==> src/rtl/mips_mem_arbiter.sv <==
// mips_mem_arbiter
// Shares one synchronous single-port memory between the MIPS instruction-fetch
// port (read-only) and the data port (read/write). Each access runs through a
// fixed-latency sequence IDLE -> ISSUE -> WAIT -> RESP. Results return on a
// one-cycle ack. Data requests win arbitration. A streak limit forces a fetch
// grant after MAX_STREAK consecutive data grants made while fetch was waiting.
//
// Build option: define MEM_ARB_PERF_EN to add the if_wait_cnt/dm_wait_cnt
// per-port wait-cycle counters.
//
// state | meaning
// IDLE  | sample requests, pick winner, latch address/we/wdata
// ISSUE | mem_en high for exactly one cycle
// WAIT  | count down memory latency, capture read data on the last cycle
// RESP  | winner's ack high for one cycle
module mips_mem_arbiter #(
  parameter int AW         = 32,
  parameter int DW         = 32,
  parameter int LAT        = 2,
  parameter int MAX_STREAK = 4
) (
  input  logic          clk,
  input  logic          rst,
  input  logic          if_req,
  input  logic [AW-1:0] if_addr,
  output logic          if_ack,
  output logic [DW-1:0] if_rdata,
  input  logic          dm_req,
  input  logic          dm_we,
  input  logic [AW-1:0] dm_addr,
  input  logic [DW-1:0] dm_wdata,
  output logic          dm_ack,
  output logic [DW-1:0] dm_rdata,
  output logic          mem_en,
  output logic          mem_we,
  output logic [AW-1:0] mem_addr,
  output logic [DW-1:0] mem_wdata,
  input  logic [DW-1:0] mem_rdata,
`ifdef MEM_ARB_PERF_EN
  output logic [31:0]   if_wait_cnt,
  output logic [31:0]   dm_wait_cnt,
`endif
  output logic          busy
);

  typedef enum logic [1:0] {IDLE, ISSUE, WAIT, RESP} state_t;

  // WAIT lasts LAT-1 cycles; the counter holds the WAIT cycles left after the
  // current one, so it is loaded with LAT-2 and the capture happens at zero.
  localparam logic [3:0] WAIT_LOAD  = (LAT >= 2) ? 4'(LAT - 2) : 4'd0;
  localparam logic [3:0] STREAK_MAX = 4'(MAX_STREAK);

  state_t        state, state_nxt;
  logic [3:0]    wait_cnt, wait_cnt_nxt;
  logic [3:0]    streak, streak_nxt;
  logic          sel_dm, sel_dm_nxt;
  logic          mem_en_nxt, mem_we_nxt;
  logic [AW-1:0] mem_addr_nxt;
  logic [DW-1:0] mem_wdata_nxt;
  logic          if_ack_nxt, dm_ack_nxt;
  logic [DW-1:0] if_rdata_nxt, dm_rdata_nxt;
  logic          busy_nxt;
  logic          grant_dm;
  logic          done;

  // Data wins unless fetch is waiting and the data streak has hit its limit.
  assign grant_dm = dm_req && !(if_req && (streak == STREAK_MAX));

  // State and registered outputs
  always_ff @(posedge clk or posedge rst) begin
    if (rst) begin
      state     <= IDLE;
      wait_cnt  <= 4'd0;
      streak    <= 4'd0;
      sel_dm    <= 1'b0;
      mem_en    <= 1'b0;
      mem_we    <= 1'b0;
      mem_addr  <= '0;
      mem_wdata <= '0;
      if_ack    <= 1'b0;
      dm_ack    <= 1'b0;
      if_rdata  <= '0;
      dm_rdata  <= '0;
      busy      <= 1'b0;
    end else begin
      state     <= state_nxt;
      wait_cnt  <= wait_cnt_nxt;
      streak    <= streak_nxt;
      sel_dm    <= sel_dm_nxt;
      mem_en    <= mem_en_nxt;
      mem_we    <= mem_we_nxt;
      mem_addr  <= mem_addr_nxt;
      mem_wdata <= mem_wdata_nxt;
      if_ack    <= if_ack_nxt;
      dm_ack    <= dm_ack_nxt;
      if_rdata  <= if_rdata_nxt;
      dm_rdata  <= dm_rdata_nxt;
      busy      <= busy_nxt;
    end
  end

  // Next-state and next-output logic
  always_comb begin
    state_nxt     = state;
    wait_cnt_nxt  = wait_cnt;
    streak_nxt    = streak;
    sel_dm_nxt    = sel_dm;
    mem_en_nxt    = 1'b0;
    mem_we_nxt    = mem_we;
    mem_addr_nxt  = mem_addr;
    mem_wdata_nxt = mem_wdata;
    if_ack_nxt    = 1'b0;
    dm_ack_nxt    = 1'b0;
    if_rdata_nxt  = if_rdata;
    dm_rdata_nxt  = dm_rdata;
    done          = 1'b0;

    case (state)
      IDLE: begin
        if (if_req || dm_req) begin
          state_nxt  = ISSUE;
          mem_en_nxt = 1'b1;
          if (grant_dm) begin
            sel_dm_nxt    = 1'b1;
            mem_addr_nxt  = dm_addr;
            mem_we_nxt    = dm_we;
            mem_wdata_nxt = dm_wdata;
            // Only grants that make a waiting fetch wait longer count.
            if (if_req)
              streak_nxt = (streak == STREAK_MAX) ? streak : streak + 4'd1;
            else
              streak_nxt = 4'd0;
          end else begin
            sel_dm_nxt   = 1'b0;
            mem_addr_nxt = if_addr;
            mem_we_nxt   = 1'b0;
            streak_nxt   = 4'd0;
          end
        end
      end
      ISSUE: begin
        // With single-cycle latency the data is already valid here.
        if (LAT == 1) begin
          done = 1'b1;
        end else begin
          wait_cnt_nxt = WAIT_LOAD;
          state_nxt    = WAIT;
        end
      end
      WAIT: begin
        if (wait_cnt == 4'd0)
          done = 1'b1;
        else
          wait_cnt_nxt = wait_cnt - 4'd1;
      end
      RESP: begin
        state_nxt = IDLE;
      end
      default: begin
        state_nxt = IDLE;
      end
    endcase

    if (done) begin
      state_nxt  = RESP;
      if_ack_nxt = !sel_dm;
      dm_ack_nxt = sel_dm;
      if (!mem_we) begin
        if (sel_dm)
          dm_rdata_nxt = mem_rdata;
        else
          if_rdata_nxt = mem_rdata;
      end
    end

    busy_nxt = (state_nxt != IDLE);
  end

`ifdef MEM_ARB_PERF_EN
  // Per-port cycles spent waiting for an ack; free-running, wrap at 2^32.
  always_ff @(posedge clk or posedge rst) begin
    if (rst) begin
      if_wait_cnt <= 32'd0;
      dm_wait_cnt <= 32'd0;
    end else begin
      if (if_req && !if_ack)
        if_wait_cnt <= if_wait_cnt + 32'd1;
      if (dm_req && !dm_ack)
        dm_wait_cnt <= dm_wait_cnt + 32'd1;
    end
  end
`endif

endmodule

==> config.mk <==
export PLATFORM = sky130hd
export DESIGN_NAME = mips_mem_arbiter
export DESIGN_NICKNAME = d
export VERILOG_FILES = /design/src/rtl/mips_mem_arbiter.sv
export SDC_FILE = /design/constraint.sdc
export NUM_CORES = 1
export LEC_CHECK = 0
export CELL_PAD_IN_SITES_DETAIL_PLACEMENT = 0
export CELL_PAD_IN_SITES_GLOBAL_PLACEMENT = 1
export CORE_MARGIN = 1.5
export CORE_UTILIZATION = 32
export DETAILED_ROUTE_END_ITERATION = 7
export PLACE_DENSITY_LB_ADDON = 0.1
export SETUP_SLACK_MARGIN = 0.3
export SLEW_MARGIN = 0
export SYNTH_ARGS = -nofsm -noshare
export SYNTH_HDL_FRONTEND = slang
export SYNTH_SLANG_ARGS = --single-unit
==> constraint.sdc <==
create_clock -name clk -period 5.2 [get_ports clk]
set_clock_uncertainty 0.05 [all_clocks]
set_input_delay 0.52 -clock clk [delete_from_list [all_inputs] [get_ports clk]]
set_output_delay 0.52 -clock clk [all_outputs]
set_load 0.05 [all_outputs]
==> metrics.txt, run 1 <==
cell area after layout=9618 sq um; root buf cell=clkbuf_16; CP max stage delay=about 0.85 ns; sequential cell area=between 3000 and 4000 sq um; clock-pin slew of the registers on the worst-case setup and hold paths=~0.06 ns; Seq/Total Area, Yosys=0.5914; Hold Crit Class=flip-flop to flip-flop; port buffer count=around 270; final global-route overflow total=0; Least-Margin Pin Slew=1.243 ns; TritonCTS Buffers=17; largest net degree at the start of global routing=between 100 and 150; peak supply drop=a little over 0.0003 V; hold endpoint=if_rdata[31]$_DFFE_PP0P_; Synth Area in Adders=0.01437; gp weighted congestion=between 0.7 and 0.8; period utilization=0.5984; area leader, netlist=dfrtp_1; first-pass GRT wire length=around 27000 microns; Die Y=141.0 microns; area of placed instances=8952 sq um; Final Setup Violations=0; Synth Area in Simple Gates=0.1029; Post-synth ARST share=1.000; synth cell count leaders=dfrtp_1, nand2_1, mux2_2; Avg Inst Size Synth=around 13 sq um; layout cells sized above 1=0.1866; initial DRC count=164; minimum clock period=3.112 ns; Final Hold Fails=0; htree depth=4; Critical Path Fanout Max=35; Max Cap Viol=0; critical path launch point type=primary input; number of I/O pins=approximately 270; clk sinks=between 100 and 150; Initial Util=0.3258; Critical Path Sink Type=flip-flop; Hold Startpoint=if_rdata[31]$_DFFE_PP0P_; total track usage=0.1747; CORE AREA=about 19000 sq um; num rows=50; run status=complete, no violations; reg-to-reg critical path endpoint=busy$_DFF_PP0_; Max Slew Vio Count=0; worst relative slew slack=0.1716; Worst Path Required=between 5 and 6 ns; RSZ-0062 raised after global routing=no; remaining antenna violation count=0; die width=approximately 140 microns; final wirelength=between 15000 and 20000 microns; Setup Crit Path Kind=primary input to flip-flop; CP max-delay cell=clkdlybuf4s50_1; post-DP HPWL=around 12000 microns; Post-CTS Resized=0; Worst Path Arrival=around 3.4 ns; max frequency=321.4 MHz; Yosys cell types=37; WL per Instance=between 15 and 20 microns; Post-Syn Instances=464; hold path cells=1; setup repair bufs after CTS=0; DRC violations left=0; multi-input combinational cell area=2316 sq um; R2R cell count=7; PwrDens=about 800 nW/um^2; Clock Tree Buf Depth=2; r2r setup slk=2.31 ns; most common cell in the netlist=dfrtp_1; vias in the first global route=4898; Clk Latency, worst-skew pair=0.42 ns; FF+latch count, synth=~140; Layout Nets=between 800 and 900; die area=19880 sq um; mux share of post-synthesis cell area=0.2027; post-DR vias/cell=just under 5; TritonRoute pass-1 iters=4; Warnings, synthesis=0; top_reg_cell synth=dfrtp_1; cells taking the most area after synthesis=dfrtp_1, mux2_2, mux2_4; Synth Cell Area=roughly 6100 sq um; ant diodes=0; LEAKAGE=4.053 nW; xor and xnor area share after synthesis=0.001437; main combinational cell family by area after synthesis=multiplexers; crit-path cells=clkdlybuf4s50_1, o21ai_4, clkinv_1, a211oi_1, o21bai_1; Post-synth EDFFs=0; Layout area overhead=57.84%; total number of vias=around 4.7k; r2r startpoint=state[0]$_DFF_PP0_; total negative setup slack=0 ns; post-synthesis compound-gate area fraction=0.05565; Post-Synthesis Net Count=~600; CTS tree=built; hold buffer count at CTS=0; fillers=about 1.6k; top-area cell type share of the netlist area=0.5914; antenna violations before repair=0
-- metal layers --
layer / vias up / part of all wire / global-route usage / wire, microns
met5: - / 0 / 0 / 0
met4: 0 / 0.015 / 0.05647 / 260
met3: 17 / 0.077 / 0.06182 / 1316
met2: 188 / 0.47 / 0.2844 / 8082
met1: 2293 / 0.44 / 0.2171 / 7448
li1: 2174 / - / - / -
-- sequential cells by signal (all words and copies together) (netlist names) --
name and count:
dm_rdata 32, if_rdata 32, mem_wdata 32, busy 1, mem_addr 32, mem_we 1, mem_en 1, sel_dm 1
dm_ack 1, wait_cnt 4, state 2, if_ack 1, streak 4
-- area by class of cell --
type	instances	share of cell area
multi-input cells	278	0.2408
clock inverters	13	0.02420
flip-flops and latches	144	0.3747
clock buffers	19	0.04501
repair buffers	272	0.2813
well taps	234	0.03044
inverters	8	0.003643
-- worst max-delay path: cells and delay by family --
family	cells	cell delay (ns)
buffers and inverters	2	1.69
AO/OA/AOI/OAI	3	1.12
-- worst max path at each step --
| stage | from | end | slack (ns) | cells past startpoint |
|---|---|---|---|---|
| after floorplan | rst | busy$_DFF_PP0_ | 0.76 | 1 |
| after global placement | dm_req | busy$_DFF_PP0_ | 1.65 | 5 |
| after detailed placement | dm_req | busy$_DFF_PP0_ | 1.58 | 5 |
| after CTS | dm_req | busy$_DFF_PP0_ | 2.03 | 5 |
| after global routing | dm_req | busy$_DFF_PP0_ | 1.78 | 5 |
| final | dm_req | busy$_DFF_PP0_ | 2.09 | 5 |
-- power breakdown --
group          total, mW  leakage (nW)  switching (mW)  internal [mW]
clock               1.39         0.322           0.487          0.904
sequential          1.97          1.73           0.292           1.68
combinational       4.34          2.00            2.72           1.62
total               7.70          4.05            3.50           4.20
-- logic make-up after synthesis --
kind of cell,Yosys count
buf+inv,42
flops,144
simple gates,125
fa+ha+maj,7
mux,100
xor+xnor,1
compound gates,45
-- per-stage QoR --
stage                     setup slack [ns]  instances  total power [mW]  hold WS [ns]  utilization
after floorplan                     0.7637        464             4.891        0.4168            -
after global placement               1.649        936             6.301        0.4187       0.4786
after detailed placement             1.580        936             6.360        0.4256       0.4786
after CTS                            2.031        968             7.776        0.4391       0.5142
after global routing                 1.781        968             8.055        0.4591       0.5142
final                                2.088        968             7.696        0.4352       0.5142
-- layout by cell type, fill, tap and decap left out, types with 3 or more instances in the layout --
master and count:
dfrtp_1 144, mux2_4 30, buf_4 7, mux2_1 3
o211ai_1 32, mux2_2 64, bufinv_16 6, nor2_1 4
nand4_1 32, ha_1 7, inv_6 4, mux2i_1 3
a21o_1 3, clkbuf_16 17, inv_1 6, nor3_1 3
nand2_1 69, clkdlybuf4s50_1 265
(Power assumes the default switching activity.)
==> run 2, diff against run 1 <==
CORE_UTILIZATION = 29   (was 32)
clock period = 2.55 ns   (was 5.2 ns; I/O delays follow)
==> run 2 against run 1 <==
Non-clock buffer count is 7 higher. Sequential power increased by 100%. Utilization is 3.9 points lower. Total power is 100% higher. Critical path depth grew 1. Clock power increased by 75%. Largest power group unchanged. Combinational power up 110%.
==> metrics.txt, run 2 (synthesis gave the netlist of run 1 again) <==
critical path launch point type=flip-flop; RSZ-0062 raised after global routing=no; minimum clock period=2.146 ns; Critical Path Sink Type=flip-flop; die width=approximately 150 microns; R2R cell count=6; CP max stage delay=about 0.52 ns; Max Cap Viol=0; Final Setup Violations=0; total negative setup slack=0 ns; port buffer count=265; Clk Latency, worst-skew pair=a little over 0.4 ns; initial DRC count=roughly 180; num rows=52; post-DR vias/cell=roughly 4.6; reg-to-reg critical path endpoint=dm_rdata[7]$_DFFE_PP0P_; layout cells sized above 1=0.1957; htree depth=4; multi-input combinational cell area=~2300 sq um; WL per Instance=roughly 17 microns; Seq pwr share=0.261; first-pass GRT wire length=roughly 27000 microns; Final Hold Fails=0; Critical Path Fanout Max=32; total track usage=0.1609; Setup Crit Path Kind=flip-flop to flip-flop; CTS tree=built; Least-Margin Pin Slew=roughly 0.72 ns; combinational power share=0.581; antenna violations before repair=0; worst relative slew slack=0.5179; worst setup path endpoint=dm_rdata[7]$_DFFE_PP0P_; vias in the first global route=approximately 4.8k; peak supply drop=approximately 0.00074 V; period utilization=0.8417; fillers=1836; total number of vias=4685; CP Launch Point=wait_cnt[0]$_DFFE_PP0P_; Worst Path Required=~2.8 ns; most frequent cells in the layout=clkdlybuf4s50_1, dfrtp_1, nand2_1; TritonCTS Buffers=17; Net Sw Power=between 7 and 8 mW; LEAKAGE=between 4 and 5 nW; ant diodes=0; Post-CTS Resized=0; CORE AREA=a little over 20000 sq um; number of I/O pins=between 200 and 300; critical path buffer and inverter count=2; Design Power=~15 mW; CP Depth=6; DRC violations left=0; PwrDens=1587 nW/um^2; fin util=0.4750; Layout Nets=868; Placement Setup Slack=a little over 0.4 ns; run status=complete, no violations; clk sinks=between 100 and 150; sequential cell area=~3600 sq um; Layout area overhead=59.24%; cell-internal power=8.128 mW; Max Slew Vio Count=0; r2r startpoint=wait_cnt[0]$_DFFE_PP0P_; sw frac=0.4721; gp weighted congestion=0.7590; hold buffer count at CTS=0; final global-route overflow total=0; setup repair bufs after CTS=0; crit-path cells=inv_1, ha_1, nand4bb_4, or3b_2, buf_12, mux2_4; Clock Tree Buf Depth=2; Hold Crit Class=primary input to asynchronous set/reset pin; CP top delay family=simple AND/OR/NAND/NOR gates; Initial Util=0.2983; Clk pwr share=0.158; post-DP HPWL=~12000 microns; root buf cell=clkbuf_16; r2r setup slk=about 0.40 ns; largest net degree at the start of global routing=76; die area=21890 sq um; Worst Path Arrival=between 2 and 2.5 ns; max frequency=about 470 MHz; clock-pin slew of the registers on the worst-case setup and hold paths=0.07 ns; min setup slack post-route=around 0.4 ns; CP max-delay cell=or3b_2; Die Y=around 150 microns; leading cell type in the layout, fill and taps excluded=clkdlybuf4s50_1; final wirelength=17560 microns; TritonRoute pass-1 iters=4; remaining antenna violation count=0
run 2: changes by cell type in the layout (fill, tap and decap cells not counted), sizes merged:
cell	previous run	this run
clkinvlp	1	2
inv	10	14
buf	7	14
clkbuf	19	18
clkinv	4	6
bufinv	6	0
run 2: worst reg2reg max path: cells and delay by family (launching register included):
kind                       cells  cell delay (ns)
adders and majority gates      1             0.24
buffers and inverters          2             0.32
DFF                            1             0.41
muxes                          1             0.35
and+or+nand+nor                2             0.67
run 2: worst min path at each step:
stage	slack, ns	to	cells after the start	from
detailed placement	0.43	if_rdata[30]$_DFFE_PP0P_	1	if_rdata[30]$_DFFE_PP0P_
finish	0.28	mem_wdata[29]$_DFFE_PP0P_	3	rst
floorplan	0.34	if_rdata[24]$_DFFE_PP0P_	1	mem_rdata[24]
global placement	0.42	if_rdata[31]$_DFFE_PP0P_	1	if_rdata[31]$_DFFE_PP0P_
global route	0.31	mem_wdata[10]$_DFFE_PP0P_	3	rst
CTS	0.31	mem_wdata[12]$_DFFE_PP0P_	3	rst
run 2: per-stage QoR:
| step | std cells | hold WS [ns] | area [sq um] |
|---|---|---|---|
| final | 1011 | 0.2809 | 9703 |
| after global routing | 1011 | 0.3086 | 9703 |
| after CTS | 1011 | 0.3092 | 9703 |
| after detailed placement | 979 | 0.4294 | 9123 |
| after global placement | 979 | 0.4211 | 9123 |
| after floorplan | 464 | 0.3397 | 6097 |
run 2: power groups by stage:
stage	Sequential, mW	Clock [mW]	Combinational (mW)
after floorplan	7.75	0	2.23
after global placement	4.03	0	8.96
after detailed placement	4.07	0	9.04
after CTS	4.04	2.51	9.05
after global routing	4.18	2.63	9.33
final	4.02	2.43	8.95
run 2: area by class of cell:
cell class / count / area share
timing repair buffer: 279 / 0.2919
tap: 270 / 0.03482
sequential: 144 / 0.3714
clock buffer: 18 / 0.04526
clock inverter: 14 / 0.01457
inverter: 8 / 0.003482
multi-input combinational: 278 / 0.2386
run 2: routing by layer:
metal	track usage	wire, microns
met5	0	0
met4	0.04158	160
met3	0.05309	1401
met2	0.2675	8652
met1	0.2013	7348
